File: src/rtl/uart_pkg.sv
// Shared types and constants for the UART word packer.
// Holds the packer state enum, the byte width, the default pad value and
// the lane-position helper used by the lane write decode.
package uart_pkg;

  localparam int         BYTE_W       = 8;
  localparam logic [7:0] DEF_PAD_BYTE = 8'h00;

  typedef enum logic [1:0] {
    ST_IDLE    = 2'd0,
    ST_COLLECT = 2'd1,
    ST_HOLD    = 2'd2
  } pack_state_t;

  // Bit offset of byte lane 'fill' inside a word of 'word_bytes' bytes.
  // MSB-first puts the first byte in the top lane.
  function automatic int lane_base(input int fill, input int word_bytes, input bit msb_first);
    return msb_first ? (word_bytes - 1 - fill) * BYTE_W : fill * BYTE_W;
  endfunction

endpackage

File: src/rtl/pack_idle_timer.sv
// Idle timer for the word packer: counts cycles while i_run is high and
// i_clr is low, and raises o_expire for one cycle when the count reaches
// TIMEOUT_CYC-1. Only instantiated when PACK_TIMEOUT_EN is defined.
module pack_idle_timer #(
  parameter int TIMEOUT_CYC = 1024
) (
  input  logic i_clk,
  input  logic i_rst,
  input  logic i_run,
  input  logic i_clr,
  output logic o_expire
);

  localparam int CW = $clog2(TIMEOUT_CYC + 1);

  logic [CW-1:0] r_cnt;

  // Terminal count reached while running and not being restarted.
  assign o_expire = i_run && !i_clr && (r_cnt == CW'(TIMEOUT_CYC - 1));

  // Idle cycle counter; restarts on any accepted byte or when not running.
  always_ff @(posedge i_clk) begin
    if (i_rst || i_clr || !i_run) begin
      r_cnt <= '0;
    end else if (!o_expire) begin
      r_cnt <= r_cnt + CW'(1);
    end
  end

endmodule

File: src/rtl/uart_word_packer.sv
// uart_word_packer: packs a byte stream into WORD_BYTES*8-bit words.
// Optional feature macro: PACK_TIMEOUT_EN (idle-timeout partial flush).
//
// Handshakes (both sides): a transfer happens on a rising edge where
// valid and ready are both high; the sender holds data stable while valid
// is high and not yet taken; ready is registered on the byte side.
// o_state exposes the FSM state for debug (0 IDLE, 1 COLLECT, 2 HOLD).
module uart_word_packer
  import uart_pkg::*;
#(
  parameter int         WORD_BYTES  = 32,
  parameter int         MSB_FIRST   = 1,
  parameter logic [7:0] PAD_BYTE    = DEF_PAD_BYTE,
  parameter int         TIMEOUT_CYC = 1024,
  parameter int         CNT_W       = 16
) (
  input  logic                              i_clk,
  input  logic                              i_rst,
  input  logic [7:0]                        i_byte,
  input  logic                              i_byte_valid,
  output logic                              o_byte_ready,
  input  logic                              i_trig,
  output logic [WORD_BYTES*8-1:0]           o_word,
  output logic                              o_word_valid,
  input  logic                              i_word_ready,
  output logic [$clog2(WORD_BYTES+1)-1:0]   o_word_bytes,
  output logic                              o_partial,
  output logic [$clog2(WORD_BYTES+1)-1:0]   o_fill,
  output logic [CNT_W-1:0]                  o_word_cnt,
  output logic [1:0]                        o_state
);

  localparam int W  = WORD_BYTES * BYTE_W;
  localparam int FW = $clog2(WORD_BYTES + 1);
  localparam int LW = $clog2(W);

  pack_state_t    r_state, w_state_nxt;
  logic [W-1:0]   r_word;
  logic [FW-1:0]  r_fill;
  logic [FW-1:0]  r_word_bytes;
  logic           r_word_valid;
  logic           r_partial;
  logic           r_byte_ready;
  logic [CNT_W-1:0] r_word_cnt;

  logic           w_accept;
  logic [FW-1:0]  w_fill_next;
  logic           w_full;
  logic           w_flush;
  logic           w_timeout;
  logic           w_take;
  logic [LW-1:0]  w_lane_base;

  assign w_accept    = i_byte_valid && r_byte_ready;
  assign w_fill_next = r_fill + FW'(w_accept);
  assign w_full      = (w_fill_next == FW'(WORD_BYTES));
  // Flush counts the byte accepted this cycle, so trig with one new byte still flushes.
  assign w_flush     = (i_trig || w_timeout) && (w_fill_next != '0);
  assign w_take      = r_word_valid && i_word_ready;
  assign w_lane_base = LW'(lane_base(int'(r_fill), WORD_BYTES, MSB_FIRST != 0));

`ifdef PACK_TIMEOUT_EN
  pack_idle_timer #(
    .TIMEOUT_CYC(TIMEOUT_CYC)
  ) u_idle_timer (
    .i_clk   (i_clk),
    .i_rst   (i_rst),
    .i_run   ((r_state == ST_COLLECT) && (r_fill != '0)),
    .i_clr   (w_accept),
    .o_expire(w_timeout)
  );
`else
  assign w_timeout = 1'b0;
`endif

  // FSM state register.
  always_ff @(posedge i_clk) begin
    if (i_rst) begin
      r_state <= ST_IDLE;
    end else begin
      r_state <= w_state_nxt;
    end
  end

  // FSM next-state: arm, close a word (full or flushed), release on handoff.
  always_comb begin
    w_state_nxt = r_state;
    case (r_state)
      ST_IDLE:    if (i_trig) w_state_nxt = ST_COLLECT;
      ST_COLLECT: if (w_full || w_flush) w_state_nxt = ST_HOLD;
      ST_HOLD:    if (w_take) w_state_nxt = ST_COLLECT;
      default:    w_state_nxt = ST_IDLE;
    endcase
  end

  // Datapath: lane buffer, fill, word status, delivered-word counter.
  always_ff @(posedge i_clk) begin
    if (i_rst) begin
      r_word       <= {WORD_BYTES{PAD_BYTE}};
      r_fill       <= '0;
      r_word_valid <= 1'b0;
      r_word_bytes <= '0;
      r_partial    <= 1'b0;
      r_word_cnt   <= '0;
      r_byte_ready <= 1'b0;
    end else begin
      r_byte_ready <= (w_state_nxt == ST_COLLECT);
      case (r_state)
        ST_IDLE: begin
          if (i_trig) begin
            r_word <= {WORD_BYTES{PAD_BYTE}};
            r_fill <= '0;
          end
        end
        ST_COLLECT: begin
          if (w_accept) begin
            r_word[w_lane_base +: BYTE_W] <= i_byte;
          end
          r_fill <= w_fill_next;
          if (w_full || w_flush) begin
            r_word_valid <= 1'b1;
            r_word_bytes <= w_fill_next;
            r_partial    <= !w_full;
          end
        end
        ST_HOLD: begin
          if (w_take) begin
            r_word_valid <= 1'b0;
            r_word_cnt   <= r_word_cnt + CNT_W'(1);
            r_fill       <= '0;
            r_word       <= {WORD_BYTES{PAD_BYTE}};
          end
        end
        default: ;
      endcase
    end
  end

  assign o_byte_ready = r_byte_ready;
  assign o_word       = r_word;
  assign o_word_valid = r_word_valid;
  assign o_word_bytes = r_word_bytes;
  assign o_partial    = r_partial;
  assign o_fill       = r_fill;
  assign o_word_cnt   = r_word_cnt;
  assign o_state      = r_state;

endmodule

File: config.mk
export PLATFORM = sky130hd
export DESIGN_NAME = uart_word_packer
export DESIGN_NICKNAME = d
export VERILOG_FILES = /design/src/rtl/uart_pkg.sv /design/src/rtl/pack_idle_timer.sv /design/src/rtl/uart_word_packer.sv
export SDC_FILE = /design/constraint.sdc
export NUM_CORES = 1
export LEC_CHECK = 0
export CAP_MARGIN = 40
export CORE_UTILIZATION = 50
export DETAILED_ROUTE_END_ITERATION = 10
export PLACE_DENSITY = 0.83
export SYNTH_ARGS = -nofsm -noshare
export SYNTH_HDL_FRONTEND = slang
export SYNTH_HIERARCHICAL = 1
export SYNTH_SLANG_ARGS = --single-unit
File: constraint.sdc
create_clock -name i_clk -period 4.1 [get_ports i_clk]
set_clock_uncertainty 0.05 [all_clocks]
set_input_delay 0.82 -clock i_clk [delete_from_list [all_inputs] [get_ports i_clk]]
set_output_delay 0.82 -clock i_clk [all_outputs]
set_load 0.01 [all_outputs]
==> flow_summary_export.csv, run 1 <==
group,metric,value,unit
synth,syn-cell-area,0.0110,sq mm
route,drt_iter0_drc,690,
power_and_ir_drop,switching_power,1.39,mW
route,wl_per_cell,21.2,microns
global_route,antenna_found_initial,0,
synth,synth_ff_type,"dfxtp_1",
route,vias,10300,
sta,maxSlewViolCount,0,
cells_and_area,drive_above_1_share,8.46,%
clock_network,post_cts.repair.setup_buffers,0,
clock_network,cts-htree-levels,1,
critical_path,slowest_delay,480,ps
critical_path,worstPathMaxFanout,11,
clock_network,cts.path.max_buffers,3,
floorplanning,start_util,50.8,%
route,drc,0,
synth,syn-mean-instance-area,9.89,sq um
global_route,grt_pass1_vias,9726,
route,vias_per_cell,6.01,
sta,hold_violations,0,
cells_and_area,finalNetCount,1429,
clock_network,cts_hold_buffers,0,
clock_network,cts_resized,0,
cells_and_area,finalNonFillerCells,1710,
sta,finalCriticalPeriod,3030,ps
power_and_ir_drop,pwr-share-seq,48.0,%
cells_and_area,num_antenna_cells,0,
status,status,"completed",
synth,async_flop_share,0,%
cells_and_area,syn_to_final_growth,38.5,%
global_route,grt_overflow,0,
critical_path,worstPathArrival,3460,ps
synth,synth_edf_count,0,
power_and_ir_drop,max-vdd-ir-drop,0.401,mV
global_route,grt_use_total,31.0,%
power_and_ir_drop,p_leak,5.04,nW
place,place.gp.congestion,0.869,
min_path,holdCritPathClass,"reg -> reg",
route,routed_wl,36300,microns
place,placed_area,0.0143,sq mm
power_and_ir_drop,power.clock.fraction,45.1,%
synth,yosys_warnings,6,
floorplanning,rows,54,
floorplanning,dieArea,0.0227,sq mm
place,place_inst,1659,
clock_network,cts_made_buffers,28,
critical_path,worst_path_dominant_cell_family,"buffers and inverters",
sta,setup_viol,0,
place,hpwlAfterDp,25200,microns
synth,synth_nets,1137,
critical_path,worst-setup-path-type,"in -> reg",
cells_and_area,final_common_cell,"clkdlybuf4s50_1",
global_route,grt_first_pass_wirelength,54600,microns
sta,period_share,73.9,%
sta,tightest_slew,964,ps
floorplanning,die_y,151,microns
power_and_ir_drop,power_frac_comb,6.8,%
sta,rsz0062_at_grt,"false",
cells_and_area,layout_common_cells,"clkdlybuf4s50_1 (300), dfxtp_1 (289), nand2_1 (150)",
critical_path,worst-path-buf-inv,2,
critical_path,cpMostUsedCell,"ha_1",
place,io_buffer_count,301,
synth,ys_seq_elements,289,
critical_path,cp-start-kind,"input pin",
clock_network,path_clk_slew,60,ps
power_and_ir_drop,power_density,384,mW/mm^2
critical_path,path_cells,"clkdlybuf4s50_1, nand2_2, inv_1, ha_1, ha_1, nor3b_1, mux2_2, nand4_1, a31oi_4, a22o_1",
floorplanning,ios,302,
critical_path,cp-end-kind,"register",
sta,slew_headroom,35.5,%
floorplanning,core-area,0.0218,sq mm
clock_network,cts_root_buf,"clkbuf_16",
synth,syn_inst,1117,
clock_network,clock-sinks,289,
synth,ys_types,81,
sta,finalSetupTns,0,ps
sta,clock.fmax,330,MHz
flow_run,cap_violations,0,
cells_and_area,fin_area,0.0153,sq mm
route,first_pass_iters,5,
critical_path,slowest_stage,"clkdlybuf4s50_1",
clock_network,clock_latency,540,ps
critical_path,required,4530,ps
global_route,grt_max_degree,123,
synth,synth_seq_area_share,52.4,%
floorplanning,die_w,151,microns
power_and_ir_drop,switching_share,23.6,%
clock_network,cts_tree,"done",
route,antenna_left,0,
power_and_ir_drop,internal-power,4.49,mW
## final cells by class
cell class / instances / area (sq um)
Fill cell: 1628 / 6460
Sequential cell: 289 / 5790
Multi-Input combinational cell: 666 / 4570
Timing Repair Buffer: 321 / 3250
Clock buffer: 40 / 817
Inverter: 103 / 387
Tap cell: 280 / 350
Clock inverter: 11 / 141
## worst reg2reg max path: cells and delay by family, from the launching register on
kind             cells  cell delay, ps
AO/OA/AOI/OAI        1             270
AND/OR/NAND/NOR      4            1680
flip-flops           1             850
## through the flow
stage	setup WS [ps]	power, mW	hold WS [ps]	utilization [%]
after floorplan	1380	3.13	440	-
after global placement	729	3.26	396	65.3
after detailed placement	598	3.28	400	65.9
after CTS	1120	5.89	414	70.3
after global routing	894	6.03	431	70.3
final	1070	5.88	412	70.3
## routing by layer
layer  wire length [microns]  vias up  share of wire [%]  global-route usage, %
li1                        -     4704                  -                      -
met1                   14900     4962                 41                   41.2
met2                   17000      543                 47                   50.6
met3                    3380       75                9.3                   5.42
met4                    1060        0                2.9                   10.5
met5                       0        -                  0                      0
## cell families after synthesis
logic type      after synthesis  synth area share, %
buf+inv                     162                 6.26
flops                       289                 52.4
simple gates                284                 12.7
compound gates              350                 25.5
fa+ha+maj                     7                0.793
mux                           4                0.419
xor+xnor                     21                 1.90
## flip-flops by register name (all words and copies together) (netlist names)
| name | flops |
|---|---|
| o_partial | 1 |
| o_byte_ready | 1 |
| o_word_bytes | 6 |
| o_word_valid | 1 |
| o_word_cnt | 16 |
| o_word | 256 |
| o_fill | 6 |
| o_state | 2 |
## synthesized netlist by cell type, types with 3 or more instances
library cell | count | share of area, %
dfxtp_1 | 289 | 52
nand2_1 | 150 | 5.1
inv_1 | 102 | 3.5
o32ai_1 | 95 | 7.5
a22o_1 | 67 | 5.3
o22ai_1 | 58 | 3.3
nor2_1 | 37 | 1.3
clkbuf_1 | 34 | 1.2
o2bb2ai_1 | 32 | 2.5
a21oi_1 | 28 | 1.3
nand3_1 | 20 | 0.91
o21ai_0 | 15 | 0.68
buf_2 | 12 | 0.54
xor2_1 | 11 | 0.87
a21oi_2 | 9 | 0.71
a32o_1 | 9 | 0.82
and3_1 | 9 | 0.51
xnor2_1 | 8 | 0.63
ha_1 | 7 | 0.79
nor3_1 | 7 | 0.32
and2_1 | 6 | 0.34
nand4_1 | 6 | 0.34
nor2_2 | 6 | 0.34
a211oi_1 | 5 | 0.34
and2b_2 | 5 | 0.40
buf_6 | 5 | 0.51
a21o_1 | 4 | 0.27
nand2b_1 | 4 | 0.23
a31oi_2 | 3 | 0.34
and2b_1 | 3 | 0.20
buf_1 | 3 | 0.10
buf_4 | 3 | 0.20
nand3b_1 | 3 | 0.20
o211ai_1 | 3 | 0.20
o31ai_1 | 3 | 0.20
## power by group through the flow
stage	Clock (mW)	Sequential, mW	Combinational, mW
after CTS	2.67	2.82	0.394
after global routing	2.78	2.82	0.424
final	2.66	2.82	0.403
after detailed placement	0	2.89	0.391
after floorplan	0	2.89	0.242
after global placement	0	2.89	0.370
## final timing paths
check / from / to / slack (ps) / cells after the start
setup reg to reg: o_fill[2] / o_word[32] / 1160 / 5
hold / removal: o_word[138] / o_word[138] / 410 / 1
hold reg to reg: o_word[138] / o_word[138] / 410 / 1
setup / recovery: i_byte_valid / o_word_bytes[3] / 1070 / 10
Power figures use the tool's default switching activity.
==> inputs of run 2 (changes only) <==
--- a/config.mk
+++ b/config.mk
@@ -6,9 +6,9 @@
 export NUM_CORES = 1
 export LEC_CHECK = 0
 export CAP_MARGIN = 40
-export CORE_UTILIZATION = 50
+export CORE_UTILIZATION = 43
 export DETAILED_ROUTE_END_ITERATION = 10
-export PLACE_DENSITY = 0.83
+export PLACE_DENSITY = 0.75
 export SYNTH_ARGS = -nofsm -noshare
 export SYNTH_HDL_FRONTEND = slang
 export SYNTH_HIERARCHICAL = 1
==> constraint.sdc (replaced) <==
create_clock -name i_clk -period 2.5 [get_ports i_clk]
set_clock_uncertainty 0.05 [all_clocks]
set_input_delay 0.5 -clock i_clk [delete_from_list [all_inputs] [get_ports i_clk]]
set_output_delay 0.5 -clock i_clk [all_outputs]
set_load 0.01 [all_outputs]
==> flow_summary_export.csv, run 2 (synthesis results as in run 1) <==
group,metric,value,unit
floorplanning,core-area,0.0252,sq mm
status,status,"completed",
clock_network,cts_hold_buffers,0,
critical_path,reg2reg_slack,150,ps
route,vias_per_cell,5.72,
power_and_ir_drop,power_density,622,mW/mm^2
clock_network,cts.path.max_buffers,3,
route,routed_wl,36900,microns
power_and_ir_drop,total_power,9.90,mW
place,placed_area,0.0149,sq mm
min_path,holdCritPathClass,"in -> reg",
global_route,use_met3,3.70,%
sta,slew_headroom,51.9,%
floorplanning,ios,302,
cells_and_area,finalNetCount,1492,
cells_and_area,final_common_cell,"clkdlybuf4s50_1",
global_route,met1_usage,37.4,%
cells_and_area,syn_to_final_growth,44.1,%
sta,clock.fmax,422,MHz
power_and_ir_drop,max-vdd-ir-drop,0.414,mV
route,drc,0,
clock_network,cts-htree-levels,1,
place,place_inst,1768,
cells_and_area,layout_common_cells,"clkdlybuf4s50_1 (300), dfxtp_1 (287), nand2_1 (150)",
floorplanning,dieArea,0.0263,sq mm
floorplanning,die_y,162,microns
cells_and_area,multi_input_area,0.00458,sq mm
cells_and_area,regArea,0.00579,sq mm
place,io_buffer_count,301,
global_route,grt_max_degree,82,
power_and_ir_drop,p_leak,5.40,nW
critical_path,worstPathArrival,1820,ps
route,antenna_left,0,
route,vias,10400,
critical_path,worstPathMaxFanout,10,
clock_network,clock-sinks,289,
global_route,grt_use_total,27.0,%
sta,finalCriticalPeriod,2370,ps
route,drt_iter0_drc,974,
floorplanning,rows,58,
sta,finalSetupTns,0,ps
cells_and_area,n_fill_cell,2013,
global_route,antenna_found_initial,0,
floorplanning,start_util,43.9,%
critical_path,required,1950,ps
sta,rsz0062_at_grt,"false",
clock_network,cts_tree,"done",
floorplanning,die_w,162,microns
critical_path,cp-end-kind,"output pin",
clock_network,cts_made_buffers,28,
sta,hold_violations,0,
place,place.gp.congestion,0.878,
clock_network,clock_latency,550,ps
global_route,grt_pass1_vias,9809,
route,first_pass_iters,8,
sta,setup_viol,0,
sta,period_share,94.7,%
critical_path,worst-setup-path-type,"reg -> out",
clock_network,cts_root_buf,"clkbuf_16",
sta,tightest_slew,719,ps
cells_and_area,fin_area,0.0159,sq mm
global_route,use_met2,43.4,%
cells_and_area,finalNonFillerCells,1823,
cells_and_area,largest_register_ffs,256,
clock_network,path_clk_slew,60,ps
flow_run,cap_violations,0,
route,wl_per_cell,20.3,microns
global_route,grt_overflow,0,
critical_path,cp-start-kind,"register",
cells_and_area,drive_above_1_share,12.5,%
place,hpwlAfterDp,26300,microns
cells_and_area,num_antenna_cells,0,
sta,maxSlewViolCount,0,
global_route,grt-busiest-layer,"met2",
global_route,grt_first_pass_wirelength,56100,microns
[run 2: cell types whose count changed in the layout (fill, tap and decap cells not counted), sizes merged]
| cell | before | now |
|---|---|---|
| clkinvlp | 3 | 0 |
| buf | 21 | 84 |
| clkbuf | 40 | 42 |
| bufinv | 3 | 4 |
[run 2: metrics by stage]
| stage | hold WS [ps] | setup slack, ps | utilization (%) |
|---|---|---|---|
| 2_1_floorplan | 440 | 68.2 | - |
| 3_3_place_gp | 402 | -159 | 59.0 |
| 3_5_place_dp | 401 | -239 | 59.0 |
| 4_1_cts | 226 | 1.77 | 62.9 |
| 5_1_grt | 250 | 5.87 | 63.2 |
| 6_report | 247 | 132 | 63.2 |
[run 2: metal layers]
layer	part of all wire (%)	vias to the layer above
met5	0	-
met4	2.7	0
met3	8.0	84
met2	46	498
met1	43	5006
li1	-	4834
[run 2: final cells by class]
cell class / instances / share of cell area, %
inverter: 103 / 2.43
multi-input combinational: 666 / 28.8
tap: 330 / 2.59
clock buffer: 42 / 5.23
clock inverter: 9 / 0.982
sequential: 289 / 36.4
timing repair buffer: 384 / 23.6
[run 2: power breakdown]
| part | total [mW] | switching, mW | leakage [nW] | internal (mW) |
|---|---|---|---|---|
| registers | 4.63 | 0.0130 | 2.33 | 4.62 |
| clock network | 4.49 | 1.78 | 0.489 | 2.71 |
| logic | 0.776 | 0.510 | 2.58 | 0.265 |
[run 2: path summary, 6_finish.rpt]
kind / from / end / cells past startpoint
max: o_fill[4] / o_fill[4] / 2
min reg2reg: o_word[143] / o_word[143] / 1
max reg2reg: o_fill[0] / o_word[24] / 9
min: i_rst / o_fill[4] / 2
[run 2: critical path, stage by stage, from the launching register on]
cell	delay, ps
dfxtp_1	440
buf_4	240
clkdlybuf4s50_1	580
[run 2: timing repair]
| item | 4_1_cts | 5_1_grt |
|---|---|---|
| setup endpoints to repair | 0 | 77 |
| setup buffers | 0 | 4 |
| gates resized for setup | 0 | 4 |
